**src/rtl/cpu_pkg.sv**
```systemverilog
// Shared CPU definitions: loader state encoding, default program-RAM depth
// and the opcode constants used by the rest of the CPU.
package cpu_pkg;

  typedef enum logic [2:0] {
    IDLE  = 3'd0,
    COUNT = 3'd1,
    DATA  = 3'd2,
    CHECK = 3'd3,
    DONE  = 3'd4,
    ERR   = 3'd5
  } loader_state_t;

  localparam int RAM_DEPTH_DEFAULT = 16;

  localparam logic [3:0] LDA = 4'b0001;
  localparam logic [3:0] ADD = 4'b0010;
  localparam logic [3:0] OUT = 4'b0011;

endpackage

```
**src/rtl/program_loader.sv**
```systemverilog
// Program loader: receives a byte stream (word count, data bytes and an
// optional checksum) and writes the data bytes into the program RAM while
// keeping the CPU halted. cpu_halt is released only after a good load.
// Optional feature macro: LOADER_CHECKSUM_EN adds the CHECK state, the
// running checksum register and the error output; without it error is 0
// and no checksum byte is expected after the data.
module program_loader
  import cpu_pkg::*;
#(
  parameter int RAM_DEPTH = RAM_DEPTH_DEFAULT,
  parameter int ADDR_W    = 4
) (
  input  logic              clk,
  input  logic              rst,
  input  logic              start,
  input  logic              in_valid,
  input  logic [7:0]        in_data,
  output logic              in_ready,
  output logic              ram_we,
  output logic [ADDR_W-1:0] ram_addr,
  output logic [7:0]        ram_wdata,
  output logic              cpu_halt,
  output logic              done,
  output logic              error
);

  loader_state_t state;
  loader_state_t state_next;

  // One extra bit so a full RAM_DEPTH load can be represented.
  logic [ADDR_W:0] word_count;
  logic [ADDR_W:0] byte_idx;
  logic [ADDR_W:0] byte_idx_inc;
  logic [ADDR_W:0] latched_n;
  logic            accept;
  logic            can_start;

  assign in_ready     = (state == COUNT) || (state == DATA) || (state == CHECK);
  assign accept       = in_valid && in_ready;
  assign can_start    = (state == IDLE) || (state == DONE) || (state == ERR);
  assign byte_idx_inc = byte_idx + 1'b1;
  assign latched_n    = (in_data[ADDR_W-1:0] == '0) ? (ADDR_W+1)'(RAM_DEPTH)
                                                    : {1'b0, in_data[ADDR_W-1:0]};
  assign done         = (state == DONE);
  assign cpu_halt     = (state != DONE);

`ifdef LOADER_CHECKSUM_EN
  logic [7:0] checksum;
  assign error = (state == ERR);
`else
  assign error = 1'b0;
`endif

  // State register.
  always_ff @(posedge clk) begin
    if (rst) state <= IDLE;
    else     state <= state_next;
  end

  // Next-state decode; start is only honoured outside an active load.
  always_comb begin
    state_next = state;
    case (state)
      IDLE, DONE, ERR: begin
        if (start) state_next = COUNT;
      end
      COUNT: begin
        if (accept) state_next = DATA;
      end
      DATA: begin
        if (accept && (byte_idx_inc == word_count)) begin
`ifdef LOADER_CHECKSUM_EN
          state_next = CHECK;
`else
          state_next = DONE;
`endif
        end
      end
`ifdef LOADER_CHECKSUM_EN
      CHECK: begin
        if (accept) state_next = (in_data == checksum) ? DONE : ERR;
      end
`endif
      default: state_next = state;
    endcase
  end

  // Word count, byte index and the registered RAM write port.
  always_ff @(posedge clk) begin
    if (rst) begin
      word_count <= '0;
      byte_idx   <= '0;
      ram_we     <= 1'b0;
      ram_addr   <= '0;
      ram_wdata  <= '0;
    end else begin
      ram_we <= 1'b0;
      if (can_start && start) byte_idx <= '0;
      if ((state == COUNT) && accept) word_count <= latched_n;
      if ((state == DATA) && accept) begin
        byte_idx  <= byte_idx_inc;
        ram_we    <= 1'b1;
        ram_addr  <= byte_idx[ADDR_W-1:0];
        ram_wdata <= in_data;
      end
    end
  end

`ifdef LOADER_CHECKSUM_EN
  // Running 8-bit sum of the data bytes, carries discarded.
  always_ff @(posedge clk) begin
    if (rst) begin
      checksum <= '0;
    end else if (can_start && start) begin
      checksum <= '0;
    end else if ((state == DATA) && accept) begin
      checksum <= checksum + in_data;
    end
  end
`endif

endmodule

```
**config.mk**
```make
export PLATFORM = sky130hd
export DESIGN_NAME = program_loader
export DESIGN_NICKNAME = d
export VERILOG_FILES = /design/src/rtl/cpu_pkg.sv /design/src/rtl/program_loader.sv
export SDC_FILE = /design/constraint.sdc
export NUM_CORES = 1
export LEC_CHECK = 0
export ABC_AREA = 1
export CAP_MARGIN = 20
export CORE_UTILIZATION = 35
export CTS_CLUSTER_DIAMETER = 60
export DETAILED_ROUTE_END_ITERATION = 10
export PLACE_DENSITY = 0.65
export SYNTH_ARGS = -nofsm -noshare
export SYNTH_HDL_FRONTEND = slang
export SYNTH_SLANG_ARGS = --single-unit
```
**constraint.sdc**
```tcl
create_clock -name clk -period 1.3 [get_ports clk]
set_input_delay 0.26 -clock clk [delete_from_list [all_inputs] [get_ports clk]]
set_output_delay 0.26 -clock clk [all_outputs]
set_load 0.01 [all_outputs]
```
==> out/qor.yml, run 1 <==
status: "finished, violations left"
violations: "setup timing"
synth-edff-count: 0
switching_share_pct: 28.8
grt.overflow.total: 0
drive_gt1_share_pct: 42.0
hold_slack_ns: 0.510
utilization_pct: 63.9
pwr-share-clk_pct: 23.9
cp_max_fo: 4
grt_pass1_vias: 1207
num_io_pins: 29
routedWlPerCell_um: 13.2
die_x_um: 60.7
fin_crit_sh_pct: 110
cts_max_level: 1
nFillCells: 286
cts_buffer_depth: 2
crit_path_start_kind: "flip-flop"
worst-r2r-setup-slack_ns: -0.13
yosysSeqAreaShare_pct: 43.2
path_cells: "buf_6 > buf_6 > inv_4 > nand3_4 > nor2_4 > inv_2 > nand2_4 > inv_4 > a32o_1"
max_stage_delay_ns: 0.36
core_area_sq_um: 3150
p_int_mw: 1.24
dpl.hpwl_um: 2300
setup_slack_ns: -0.133
required_ns: 1.53
grt_pass1_wl_um: 4970
antenna_found_initial: 0
finalHoldViolCount: 0
ant_nets: 0
path_class: "reg -> reg"
antenna_cells: 0
fin_nets: 245
synth.distinct_cells: 26
row_count: 20
max_freq_ghz: 0.698
p_seq_share_pct: 49.2
crit_buf_inv: 5
slew_viol_final: 0
total_leakage_power_nw: 0.882
cp_top_family: "buffers and inverters"
dr.pass1.iters: 4
synth_fp_nets: 188
synthCells: 175
yosysWarnings: 0
die_h_um: 60.7
vias_per_cell: 4.86
clkLatencyLatePin_ns: 0.32
final-setup-viol-count: 23
slowest_stage: "dfxtp_2"
vias: 1336
cts.clk_slew.worst_paths_ns: 0.14
cap_violations: 0
numPortBuffers: 27
wl_um: 3620
finalWeightedCongestion: 0.905
synth_seq_cells: 26
grt_max_degree: 18
drtIter0Drc: 65
finalSetupTns_ns: -1.73
numCtsBuffers: 3
cts-root-buf: "clkbuf_4"
die-area_sq_um: 3680
clkSinkCount: 26
vdd_ir_drop_max_v: 0.000631
areaGrowthSynthToFinish_pct: 67.3
initial_core_util_pct: 38.2
syn-mean-instance-area_sq_um: 6.89
cellPowerDensity_nw_per_um2: 863
combPwrFrac_pct: 26.9
cts_tree: "done"
fin_skew_ns: 0.00133
synthArstFlopShare_pct: 0
period_minus_slack_ns: 1.43
drc: 0
hold_class: "reg -> reg"
endpoint_kind: "flip-flop"
grt_use_total_pct: 18.3
cp.arrival_ns: 1.67
syn_area_sq_um: 1200
rsz0062_at_grt: "yes"
switchingPower_mw: 0.501
ys.flop_type: "dfxtp_1"
==> cell usage in the layout (no fill, tap or decap), drive strengths merged, types with 3 or more instances in the layout <==
master | synthesis | routed
nor2 | 35 | 35
nand2 | 32 | 32
buf | 4 | 31
dfxtp | 26 | 26
inv | 24 | 24
o21ai | 18 | 18
dlygate4sd2 | 0 | 12
a21oi | 12 | 12
clkdlybuf4s50 | 0 | 11
nand3 | 11 | 11
clkbuf | 1 | 6
nand4 | 3 | 3
==> sequential cells by signal, summed over array words and instances, names as in the netlist <==
register and flops:
ram_addr 4, byte_idx 5, ram_wdata 8, state 3, word_count 5, ram_we 1
==> layer usage <==
layer | vias to the layer above | global-route usage (%) | part of all wire [%]
met1 | 613 | 23.5 | 44
met5 | - | 0 | 0
met4 | 0 | 10.1 | 2.6
met2 | 43 | 29.2 | 49
li1 | 672 | - | -
met3 | 8 | 3.20 | 4.4
==> synthesized netlist by cell type, types with 2 or more instances <==
| cell | number | area share, % |
|---|---|---|
| o21ai_0 | 18 | 7.5 |
| nor2_1 | 32 | 10 |
| nand4_1 | 3 | 1.6 |
| inv_1 | 19 | 5.9 |
| nand3_1 | 10 | 4.2 |
| nor2_2 | 2 | 1.0 |
| inv_2 | 5 | 1.6 |
| nand2_1 | 31 | 9.7 |
| dfxtp_1 | 26 | 43 |
| buf_2 | 2 | 0.83 |
| a21oi_1 | 12 | 5.0 |
==> metrics by stage <==
step           instances  power (mW)  cell area [sq um]  setup WS, ns
2_1_floorplan        175        1.03               1220       0.00841
3_3_place_gp         261        1.20               1670        -0.184
3_5_place_dp         261        1.20               1670        -0.212
4_1_cts              267        1.64               1730        -0.112
5_1_grt              275        1.83               2020        -0.261
6_report             275        1.74               2020        -0.133
==> final timing paths <==
kind / from / end / cells after the start
setup / recovery: state[0] / byte_idx[1] / 9
hold / removal: byte_idx[4] / byte_idx[4] / 2
setup reg to reg: state[0] / byte_idx[1] / 9
hold reg to reg: byte_idx[4] / byte_idx[4] / 2
==> logic make-up (layout without fill, tap and decap cells) <==
kind of cell	Yosys count	in the layout	share of synthesized area (%)
compound gates	33	33	14.5
buf+inv	29	85	10.2
fa+ha+maj	1	1	1.04
other cells	1	1	0.311
simple gates	85	85	30.7
flops	26	26	43.2
==> worst reg2reg max path: cells and delay by family (launching register included) <==
kind,cells,cell delay (ns)
buffers and inverters,5,0.43
AND/OR/NAND/NOR,3,0.35
flip-flops,1,0.36
AO/OA/AOI/OAI,1,0.20
==> power by group through the flow <==
stage | sequential [mW] | clock [mW] | combinational, mW
3_5_place_dp | 0.868 | 0 | 0.336
2_1_floorplan | 0.879 | 0 | 0.147
5_1_grt | 0.860 | 0.464 | 0.505
6_report | 0.855 | 0.417 | 0.468
4_1_cts | 0.851 | 0.435 | 0.351
3_3_place_gp | 0.867 | 0 | 0.330
==> cell type report <==
| type | instances | area, sq um | area share [%] |
|---|---|---|---|
| tap | 44 | 55.1 | 2.73 |
| timing repair buffer | 57 | 549 | 27.3 |
| inverter | 24 | 95.1 | 4.72 |
| multi-input combinational | 120 | 749 | 37.2 |
| clock buffer | 4 | 36.3 | 1.80 |
| sequential | 26 | 531 | 26.3 |
==> timing repair <==
item,CTS,global route
pin swaps,6,29
hold buffers,0,0
setup buffers,3,6
setup endpoints to repair,25,24
gates resized for setup,39,67
gates cloned,0,2
Note: power is estimated with default switching activity, not from simulation.
==> run 2, diff against run 1 <==
- CORE_UTILIZATION: 35 -> 43
- PLACE_DENSITY: 0.65 -> 0.77
- SLEW_MARGIN: default -> 15
==> out/qor.yml, run 2 (same netlist as run 1, synthesis figures left out) <==
final-setup-viol-count: 11  # -52%
largest_reg_flops: 8  # unchanged
required_ns: 1.56  # +0.03 ns
placed_cell_area_sq_um: 1670  # -0.15%
drtIter0Drc: 26  # -60%
num_io_pins: 29  # unchanged
max_freq_ghz: 0.687  # -1.5%
finalHoldViolCount: 0  # unchanged
fin_skew_ns: 0.00769  # +0.00636 ns
final_area_sq_um: 1820  # -9.5%
top_regs: "ram_wdata (8), byte_idx (5), word_count (5)"
total_leakage_power_nw: 0.855  # -3.1%
slowest_stage: "dfxtp_2"
cap_violations: 0  # unchanged
path_cells: "ha_4 > inv_2 > nand2_2 > nand2_1 > nand2_1 > nand2_2 > buf_4 > nor3_2 > nand4_1 > a21oi_1"
r2r_cells: 10  # +1
cts_tree: "done"
finalWeightedCongestion: 0.897  # -0.94%
status: "finished, violations left"
dr.pass1.iters: 4  # unchanged
drive_gt1_share_pct: 31.3  # -11 points
fin_nets: 241  # -1.6%
max_stage_delay_ns: 0.39  # +0.03 ns
final_common_cell: "nand2_1"
antenna_cells: 0  # unchanged
startpoint: "byte_idx[1]"
instances_no_fill: 257  # -6.5%
violations: "setup timing"
initial_core_util_pct: 46.9  # +8.7 points
numPortBuffers: 27  # unchanged
clkLatencyLatePin_ns: 0.33  # about the same
ant_nets: 0  # unchanged
clkSinkCount: 26  # unchanged
rsz0062_at_grt: "yes"
regMostFlops: "ram_wdata"
holdCritStartpoint: "word_count[0]"
grt.overflow.total: 0  # unchanged
areaGrowthSynthToFinish_pct: 51.4
finalPower_mw: 1.80  # +3.3%
die-area_sq_um: 3020  # -18%
cts-root-buf: "clkbuf_4"
path_class: "reg -> reg"
die_x_um: 54.9  # -9.5%
placedCellCount: 249  # -4.6%
vias: 1344  # +0.60%
utilization_pct: 71.1  # +7.1 points
grt_pass1_wl_um: 4690  # -5.6%
grt_pass1_vias: 1127  # -6.6%
endpoint_kind: "flip-flop"
critical_path_depth: 10  # +1
place_ws_ns: -0.200  # +0.0117 ns
cts.clk_slew.worst_paths_ns: 0.15  # about the same
wl_um: 3270  # -9.6%
grt_max_degree: 16  # -2
slew_viol_final: 0  # unchanged
finalSetupTns_ns: -0.592  # +1.14 ns
cellPowerDensity_nw_per_um2: 985  # +14%
hold_class: "reg -> reg"
fin_crit_sh_pct: 112  # +1.7 points
crit_path_start_kind: "flip-flop"
final_cell_mix: "nand2_1 (26), nor2_1 (23), buf_4 (22)"
cp_top_family: "simple AND/OR/NAND/NOR gates"
vias_per_cell: 5.23  # +7.6%
dpl.hpwl_um: 2320  # +0.88%
hold_slack_ns: 0.495  # -0.0150 ns
crit_buf_inv: 2  # -3
vdd_ir_drop_max_v: 0.000618  # -2.1%
cp_max_fo: 4  # unchanged
numCtsBuffers: 3  # unchanged
hold_depth: 2  # unchanged
routedWlPerCell_um: 12.7  # -3.3%
cts_hold_buffers: 0  # unchanged
drc: 0  # unchanged
antenna_found_initial: 0  # unchanged
setup_slack_ns: -0.155  # -0.0222 ns
grt_use_total_pct: 21.4  # +3.1 points
r2r-start: "byte_idx[1]"
die_h_um: 54.9  # -9.5%
core_area_sq_um: 2570  # -19%
cp.arrival_ns: 1.71  # +0.04 ns
period_minus_slack_ns: 1.45  # +0.0222 ns
cts_max_level: 1  # unchanged
row_count: 18  # -10%
cts_buffer_depth: 2  # unchanged
==> run 2: worst paths after layout <==
| path | to | slack (ns) |
|---|---|---|
| worst max register to register | state[2] | -0.15 |
| worst min register to register | word_count[0] | 0.50 |
| worst max-delay path | state[2] | -0.15 |
| worst min-delay path | word_count[0] | 0.50 |
==> run 2: layout make-up <==
class,count,area (sq um)
tap,30,37.5
timing repair buffer,53,458
clock buffer,3,22.5
inverter,24,92.6
multi-input combinational,120,653
fill,212,743
clock inverter,1,30.0
sequential,26,531
==> run 2: power breakdown <==
group / switching [mW] / internal, mW / total [mW]
clock: 0.250 / 0.312 / 0.562
sequential: 0.0200 / 0.832 / 0.852
combinational: 0.196 / 0.187 / 0.382
total: 0.466 / 1.33 / 1.80
==> run 2: worst register-to-register path: cells and delay by family (launching register included) <==
kind / cells / cell delay (ns)
adders and majority gates: 1 / 0.17
DFF: 1 / 0.39
and+or+nand+nor: 6 / 0.51
buffers and inverters: 2 / 0.17
AOI/OAI and AO/OA: 1 / 0.15
==> run 2: timing repair <==
action,in CTS,in global routing
setup buffers,0,4
gates resized for setup,33,29
endpoints found under the setup margin,22,28
pin swaps,2,10
==> run 2: metal layers <==
metal | up-vias | global-route usage [%] | share of wire (%)
met4 | 0 | 4.17 | 1.3
met2 | 49 | 36.9 | 51
met3 | 7 | 3.28 | 4.1
met1 | 630 | 28.1 | 43
li1 | 658 | - | -
met5 | - | 0 | 0
==> run 3, diff against run 2 <==
- PLACE_DENSITY: 0.77 -> 0.74
- SETUP_SLACK_MARGIN: default -> 0.5
==> out/qor.yml, run 3 (same netlist as run 1, synthesis figures left out) <==
status: "finished, violations left"
violations: "setup timing"
antenna_found_initial: 0  # unchanged
period_minus_slack_ns: 1.46  # +0.00841 ns
finalHoldViolCount: 0  # unchanged
endpoint_kind: "primary output"
dr.pass1.iters: 5  # +1
core_area_sq_um: 2570  # unchanged
required_ns: 1.04  # -0.52 ns
grt_util_met3_pct: 3.55  # +0.27 points
grt_pass1_wl_um: 4930  # +5.0%
final_cell_mix: "nand2_1 (24), buf_6 (24), buf_4 (21)"
nFillCells: 154  # -27%
final-setup-viol-count: 21  # +10
cts_max_level: 1  # unchanged
worst-r2r-setup-slack_ns: -0.15  # about the same
cts.clk_slew.worst_paths_ns: 0.16  # about the same
die_x_um: 54.9  # unchanged
cts_tree: "done"
place_ws_ns: -0.225  # -0.0241 ns
grt.overflow.total: 0  # unchanged
gr-usage-met2_pct: 41.0  # +4.0 points
wl_um: 3860  # +18%
setup_slack_ns: -0.163  # -0.00841 ns
max_freq_ghz: 0.683  # -0.57%
numPortBuffers: 27  # unchanged
rsz0062_at_grt: "yes"
cellPowerDensity_nw_per_um2: 852  # -13%
drc: 0  # unchanged
finalPower_mw: 1.78  # -0.67%
cp_max_fo: 2  # -2
clkLatencyLatePin_ns: 0.33  # about the same
slowest_stage: "dfxtp_2"
placedCellCount: 251  # +0.80%
cts_hold_buffers: 0  # unchanged
fin_nets: 248  # +2.9%
row_count: 18  # unchanged
grt_max_degree: 18  # +2
path_class: "reg -> out"
seqCellArea_sq_um: 553  # +4.2%
maxSlewHeadroom_pct: 61.7
cts-root-buf: "clkbuf_4"
grt_util_met1_pct: 26.8  # -1.3 points
top_regs: "ram_wdata (8), byte_idx (5), word_count (5)"
crit_path_start_kind: "flip-flop"
dpl.hpwl_um: 2410  # +3.8%
cp_top_family: "flip-flops"
cp.arrival_ns: 1.20  # -0.51 ns
grt_use_total_pct: 22.8  # +1.4 points
die-area_sq_um: 3020  # unchanged
num_io_pins: 29  # unchanged
path_cells: "nor2_4 > buf_6 > nor2_4 > buf_4 > buf_6"
die_h_um: 54.9  # unchanged
grt.busiest_layer: "met2"
slew_viol_final: 0  # unchanged
regMostFlops: "ram_wdata"
fin_skew_ns: 0.000895  # -0.00680 ns
numCtsBuffers: 3  # unchanged
vias_per_cell: 5.27  # +0.68%
max_stage_delay_ns: 0.36  # -0.03 ns
initial_core_util_pct: 46.9  # unchanged
drive_gt1_share_pct: 51.3  # +20 points
grt_pass1_vias: 1222  # +8.4%
vdd_ir_drop_max_v: 0.000856  # +39%
antenna_cells: 0  # unchanged
fin_crit_sh_pct: 113  # +0.65 points
cts_buffer_depth: 2  # unchanged
total_leakage_power_nw: 0.911  # +6.5%
clkSinkCount: 26  # unchanged
cap_violations: 0  # unchanged
largest_reg_flops: 8  # unchanged
instances_no_fill: 264  # +2.7%
ant_nets: 0  # unchanged
drtIter0Drc: 35  # +35%
routedWlPerCell_um: 14.6  # +15%
hold_class: "reg -> reg"
multiInputGateArea_sq_um: 774  # +19%
worst_pin_slew_ns: 0.570
crit_buf_inv: 3  # +1
areaGrowthSynthToFinish_pct: 73.8
finalWeightedCongestion: 0.926  # +3.3%
vias: 1390  # +3.4%
run 3: cell types whose count changed in the layout (fill, tap and decap cells not counted), sizes merged:
cell	previous run	this run
buf	29	49
bufinv	1	0
clkbuf	3	4
dlygate4sd2	13	0
run 3: layout make-up:
class / instances / share of cell area [%]
multi-input combinational: 120 / 37.0
sequential: 26 / 26.4
timing repair buffer: 60 / 28.1
tap: 30 / 1.79
clock buffer: 4 / 1.73
inverter: 24 / 5.02
run 3: path summary, 6_finish.rpt:
kind / start / end / cells after the start
max reg2reg: byte_idx[1] / state[1] / 14
max: state[1] / in_ready / 5
min reg2reg: word_count[4] / word_count[4] / 2
min: word_count[4] / word_count[4] / 2
run 3: timing repair:
action / 4_1_cts / 5_1_grt
buffers inserted: 4 / 4
setup endpoints to repair: 42 / 42
resized for setup: 98 / 60
pin swaps: 4 / 15
gates cloned: 0 / 1
run 3: power breakdown:
part	total [mW]	internal, mW	leakage, nW	switching, mW
sequential	0.860	0.832	0.221	0.0274
clock	0.438	0.171	0.0210	0.266
combinational	0.487	0.244	0.670	0.244
total	1.78	1.25	0.911	0.537
run 3: per-layer routing:
layer  up-vias  part of all wire, %
met1       662                   41
met3         8                  3.5
met2        45                   54
met5         -                    0
met4         0                  1.8
li1        675                    -
run 3: per-stage QoR:
| stage | hold slack (ns) | instance area (sq um) | setup TNS (ns) | utilization, % |
|---|---|---|---|---|
| after CTS | 0.483 | 1860 | -0.441 | 72.4 |
| after detailed placement | 0.472 | 1750 | -4.84 | 68.0 |
| after floorplan | 0.319 | 1280 | 0 | - |
| final | 0.505 | 2090 | -1.10 | 81.6 |
| after global routing | 0.525 | 2090 | -2.43 | 81.6 |
| after global placement | 0.456 | 1750 | -4.08 | 68.0 |
run 3: worst min-delay path, delay by kind of cell, from the launching register on:
kind | cells | cell delay (ns)
flops | 1 | 0.36
simple gates | 1 | 0.08
compound gates | 1 | 0.05
==> variant 1, RTL diff (flow settings as in run 2) <==
Re-encode `loader_state_t` (6 states) as one-hot, 6 bits wide.
--- a/src/rtl/cpu_pkg.sv
+++ b/src/rtl/cpu_pkg.sv
@@ -3,11 +3,11 @@
 package cpu_pkg;
 
-  typedef enum logic [2:0] {
-    IDLE  = 3'd0,
-    COUNT = 3'd1,
-    DATA  = 3'd2,
-    CHECK = 3'd3,
-    DONE  = 3'd4,
-    ERR   = 3'd5
+  typedef enum logic [5:0] {
+    IDLE  = 6'b000001,
+    COUNT = 6'b000010,
+    DATA  = 6'b000100,
+    CHECK = 6'b001000,
+    DONE  = 6'b010000,
+    ERR   = 6'b100000
   } loader_state_t;
 
Behaviour: same outputs for any inputs over 10 cycles, from zero or initial values and one cycle with rst high; not proved beyond that.
==> variant 1 against run 2 <==
The run still ends with setup timing left; total power decreased by 17%; synthesized area increased by 3.5%; cell count decreased by 4.7%; clock power decreased by 37%; sequential power increased by 1%; sequential cell count increased by 1; clock skew decreased by 0.0011 ns; final area increased by 14%; count of clock-buffer cells in the layout unchanged; wire length increased by 18%; worst setup slack got worse by 0.015 ns.
==> variant 1: results <==
metrics = {
    "status": {
        "status": "finished, violations left",
        "violations": "setup timing",
    },
    "timing": {
        "maxSlewViolCount": 0,
        "fin_skew_ns": 0.006566,
        "timing.final.ws_setup_ns": -0.1698,
        "finalSetupViolCount": 24,
    },
    "layout": {
        "fillers": 190,
        "diodes": 0,
        "reg.largest.list": "ram_wdata (8), byte_idx (5), word_count (5)",
        "fin_nets": 228,
        "layout-area-overhead-vs-synth_pct": 66.80,
        "drive_above_1_share": 0.5140,
        "instances_no_fill": 245,
    },
    "power": {
        "switching_share": 0.2707,
        "p_leak_nw": 0.8918,
        "irDropWorstVdd_mv": 0.7943,
    },
    "placement": {
        "place_inst": 235,
        "dp_hpwl_mm": 2.307,
        "placed_area_um2": 1697,
        "io_buffer_count": 27,
        "routabilityCongestion": 0.8615,
    },
    "synthesis": {
        "synth_cell_types": 29,
        "ys_warn_count": 0,
        "avgSynthCellArea_um2": 7.653,
        "ys.flop_type": "dfxtp_1",
        "syn_nets": 176,
        "seq_area_frac_synth": 0.4333,
        "synth_area_leaders": "dfxtp_1 43%, nor2_1 8.4%, nand2_1 6.6%",
        "synth_common_cells": "28 x nor2_1, 27 x dfxtp_1, 22 x nand2_1",
    },
    "global_routing": {
        "gr-usage-all-layers": 0.2296,
        "antenna_found_initial": 0,
        "grt_max_degree": 17,
        "grt_pass1_vias": 1286,
        "grt_pass1_wl_mm": 5.664,
    },
    "clock_network": {
        "clock_path_buffers": 2,
        "clk_latency_ns": 0.32,
        "clkTransAtPathRegs_ns": 0.14,
        "cts.htree.levels": 1,
        "cts_root_buffer": "clkbuf_4",
    },
    "setup_path": {
        "reg2regPathDepth": 11,
        "crit_family": "simple AND/OR/NAND/NOR gates",
        "crit_arrival_ns": 1.73,
        "reg2reg_to": "state[2]",
        "crit_fanout": 4,
        "reg2reg_from": "byte_idx[1]",
    },
    "min_path": {
        "holdCritStartpoint": "state[1]",
        "holdPathStages": 2,
        "holdCritPathClass": "reg2reg",
        "worstHoldEndpoint": "state[1]",
    },
    "route": {
        "routed_via_density": 5.445,
        "wirelength_mm": 3.850,
        "drt_pass1_iterations": 4,
        "drt_iter0_drc": 39,
    },
}
## variant 1: kinds of logic (layout without fill, tap and decap cells)
| logic type | after synthesis | count (layout) | share of synthesized area |
|---|---|---|---|
| xor gates and xnor gates | 2 | 2 | 0.01404 |
| adders and majority gates | 1 | 1 | 0.01003 |
| other | 1 | 1 | 0.003006 |
| and+or+nand+nor | 79 | 79 | 0.3129 |
| buffers and inverters | 22 | 73 | 0.07723 |
| AOI/OAI and AO/OA | 31 | 31 | 0.1494 |
| DFF | 27 | 27 | 0.4333 |
## variant 1: stage by stage
step                      setup slack, ns  hold WS (ns)  TNS (ns)
after global placement            -0.2336        0.4645    -4.509
after detailed placement          -0.2474        0.4731    -5.217
after CTS                         -0.1470        0.4920    -1.333
final                             -0.1698        0.5024    -1.795
after floorplan                  -0.02891        0.3949  -0.06715
after global routing              -0.2560        0.5146    -3.425
## variant 1: worst max-delay path by stage
stage | from | to | slack (ns) | cells past startpoint
floorplan | byte_idx[0] | state[2] | -0.03 | 9
global placement | in_valid | byte_idx[1] | -0.23 | 7
detailed placement | in_valid | byte_idx[1] | -0.25 | 7
CTS | state[1] | done | -0.15 | 4
global route | byte_idx[2] | state[1] | -0.26 | 10
finish | byte_idx[1] | state[2] | -0.17 | 11
## variant 1: final cells by class
cell class	instances	share of cell area
multi-input cells	114	0.4077
flip-flops and latches	27	0.2706
repair buffers	52	0.2532
inverters	17	0.03668
well taps	31	0.01864
clock buffers	3	0.01082
clock inverters	1	0.002405
## variant 1: worst min-delay path: stages, from the launching register on
cell	delay (ns)
dfxtp_4	0.39
nand2_2	0.06
a21oi_2	0.04
## variant 1: metal layers
metal,GRT usage,vias up,routed length (um)
met5,0,-,0
li1,-,628,-
met1,0.2588,644,1415
met2,0.4251,54,2143
met3,0.03721,8,201
met4,0.09756,0,90
## variant 1: timing repair
item	in CTS	in global routing
gates resized for setup	83	50
gates cloned	2	0
endpoints found under the setup margin	43	29
setup buffers	2	2
pin swaps	14	25
## variant 1: power by group through the flow
stage               combinational (mW)  sequential (mW)  clock [mW]
floorplan                        0.102            0.872           0
CTS                              0.218            0.861       0.366
global placement                 0.187            0.872           0
global route                     0.283            0.865       0.395
detailed placement               0.193            0.873           0
finish                           0.268            0.863       0.354
==> variant 2, RTL diff (settings of run 2) <==
Made on the original files. The option `LOADER_CHECKSUM_EN` is turned on by a define.
--- a/src/rtl/program_loader.sv
+++ b/src/rtl/program_loader.sv
@@ -5,4 +5,6 @@
 // running checksum register and the error output; without it error is 0
 // and no checksum byte is expected after the data.
+`define LOADER_CHECKSUM_EN
+
 module program_loader
   import cpu_pkg::*;
Behaviour: not the same (a bounded check fails within 4 cycles, from zero or initial values and one cycle with rst high).
==> variant 2 against run 2 <==
Wire length up 100%; critical endpoint is now state[1]; count of clock-buffer cells in the layout increased by 4; sequential cell count up 8; worst setup slack got worse by 0.19 ns; total power increased to 2.5 times the old value; non-clock buffer count grew 34; the run still ends with setup timing left; final area increased by 72%; largest power group is now combinational cells; largest cell class unchanged; synthesized area rose by 55%.
==> variant 2: results <==
metrics = {
    "status": {
        "status": "finished, violations left",
        "violations": "setup timing",
    },
    "placement": {
        "place_inst": 368,
        "dp_hpwl_mm": 3.486,
        "routabilityCongestion": 0.9072,
        "pre_cts_ws_ns": -0.7503,
        "io_buffer_count": 28,
        "placed_area_um2": 2549,
    },
    "clock_network": {
        "clkTransAtPathRegs_ns": 0.08,
        "cts_root_buffer": "clkbuf_8",
        "clk_latency_ns": 0.30,
        "cts_made_buffers": 5,
        "cts.htree.levels": 2,
        "clock_path_buffers": 2,
    },
    "layout": {
        "multi_input_area_um2": 1316,
        "drive_above_1_share": 0.4883,
        "instances_no_fill": 392,
        "fin_nets": 362,
        "reg.largest.list": "checksum (8), ram_wdata (8)",
    },
    "timing": {
        "timing.final.ws_setup_ns": -0.3474,
        "fin_skew_ns": 0.01029,
        "fin_tns_setup_ns": -4.189,
        "finalSetupViolCount": 35,
    },
    "synthesis": {
        "synth_compound_area_frac": 0.1539,
        "synthAdderAreaFrac": 0.06452,
        "ys_async_sr_fraction": 0,
        "avgSynthCellArea_um2": 7.330,
        "synth_common_cells": "43 x nand2_1, 36 x nor2_1, 34 x dfxtp_1",
        "seq_area_frac_synth": 0.3656,
        "ys.flop_type": "dfxtp_1",
        "synth_xor_area_frac": 0.02823,
    },
    "setup_path": {
        "crit_arrival_ns": 1.84,
        "critical_path.max_stage_delay_ns": 0.34,
    },
    "route": {
        "drt_iter0_drc": 170,
        "routed_via_density": 5.431,
        "post_drt_wl_per_cell_um": 16.88,
    },
    "global_routing": {
        "grt_pass1_vias": 1955,
        "grt_pass1_wl_mm": 9.183,
        "gr-usage-all-layers": 0.2800,
    },
    "power": {
        "switching_power_mw": 1.786,
        "irDropWorstVdd_mv": 0.9059,
        "p_leak_nw": 1.400,
    },
    "min_path": {
        "holdCritPathClass": "in2reg",
    },
}
[variant 2: changes by cell type after synthesis, moves of 5 or more]
cell	change
nand2_1	+12
inv_1	+9
dfxtp_1	+8
ha_1	+7
nand3_1	+6
o21ai_1	+5
[variant 2: cell families after synthesis]
family                     Yosys count
AOI/OAI and AO/OA                   45
xor gates and xnor gates             6
adders and majority gates            9
buffers and inverters               43
DFF                                 34
and+or+nand+nor                    117
[variant 2: power groups by stage]
stage / logic (mW) / clock network (mW) / registers, mW
6_report: 2.36 / 0.843 / 1.36
5_1_grt: 2.49 / 0.896 / 1.38
4_1_cts: 1.96 / 0.836 / 1.33
3_5_place_dp: 1.63 / 0 / 1.33
3_3_place_gp: 1.59 / 0 / 1.33
2_1_floorplan: 0.899 / 0 / 1.36
[variant 2: final cells by class]
class                           instances  share of cell area
Multi-Input combinational cell        177              0.4195
Timing Repair Buffer                   87              0.2616
Sequential cell                        34              0.2213
Inverter                               36             0.04864
Clock buffer                            7             0.02751
Tap cell                               50             0.01994
Clock inverter                          1            0.001595
[variant 2: path summary, 6_finish.rpt]
path,start,end,slack [ns],cells after the start
max,byte_idx[0],state[1],-0.35,10
min,in_data[3],ram_wdata[3],0.39,3
max reg2reg,byte_idx[0],state[1],-0.35,10
min reg2reg,word_count[2],word_count[2],0.47,2
[variant 2: metal layers]
layer / global-route usage / vias to the layer above / share of wire
met5: 0 / - / 0
met2: 0.4889 / 97 / 0.51
li1: - / 1003 / -
met1: 0.3208 / 1003 / 0.39
met4: 0.1276 / 0 / 0.036
met3: 0.06419 / 26 / 0.064
[variant 2: timing repair]
item / in CTS / in global routing
setup buffers: 9 / 5
endpoints found under the setup margin: 45 / 38
pin swaps: 13 / 9
resized for setup: 82 / 61
endpoints found under the hold margin: 0 / 0
cloned: 3 / 0
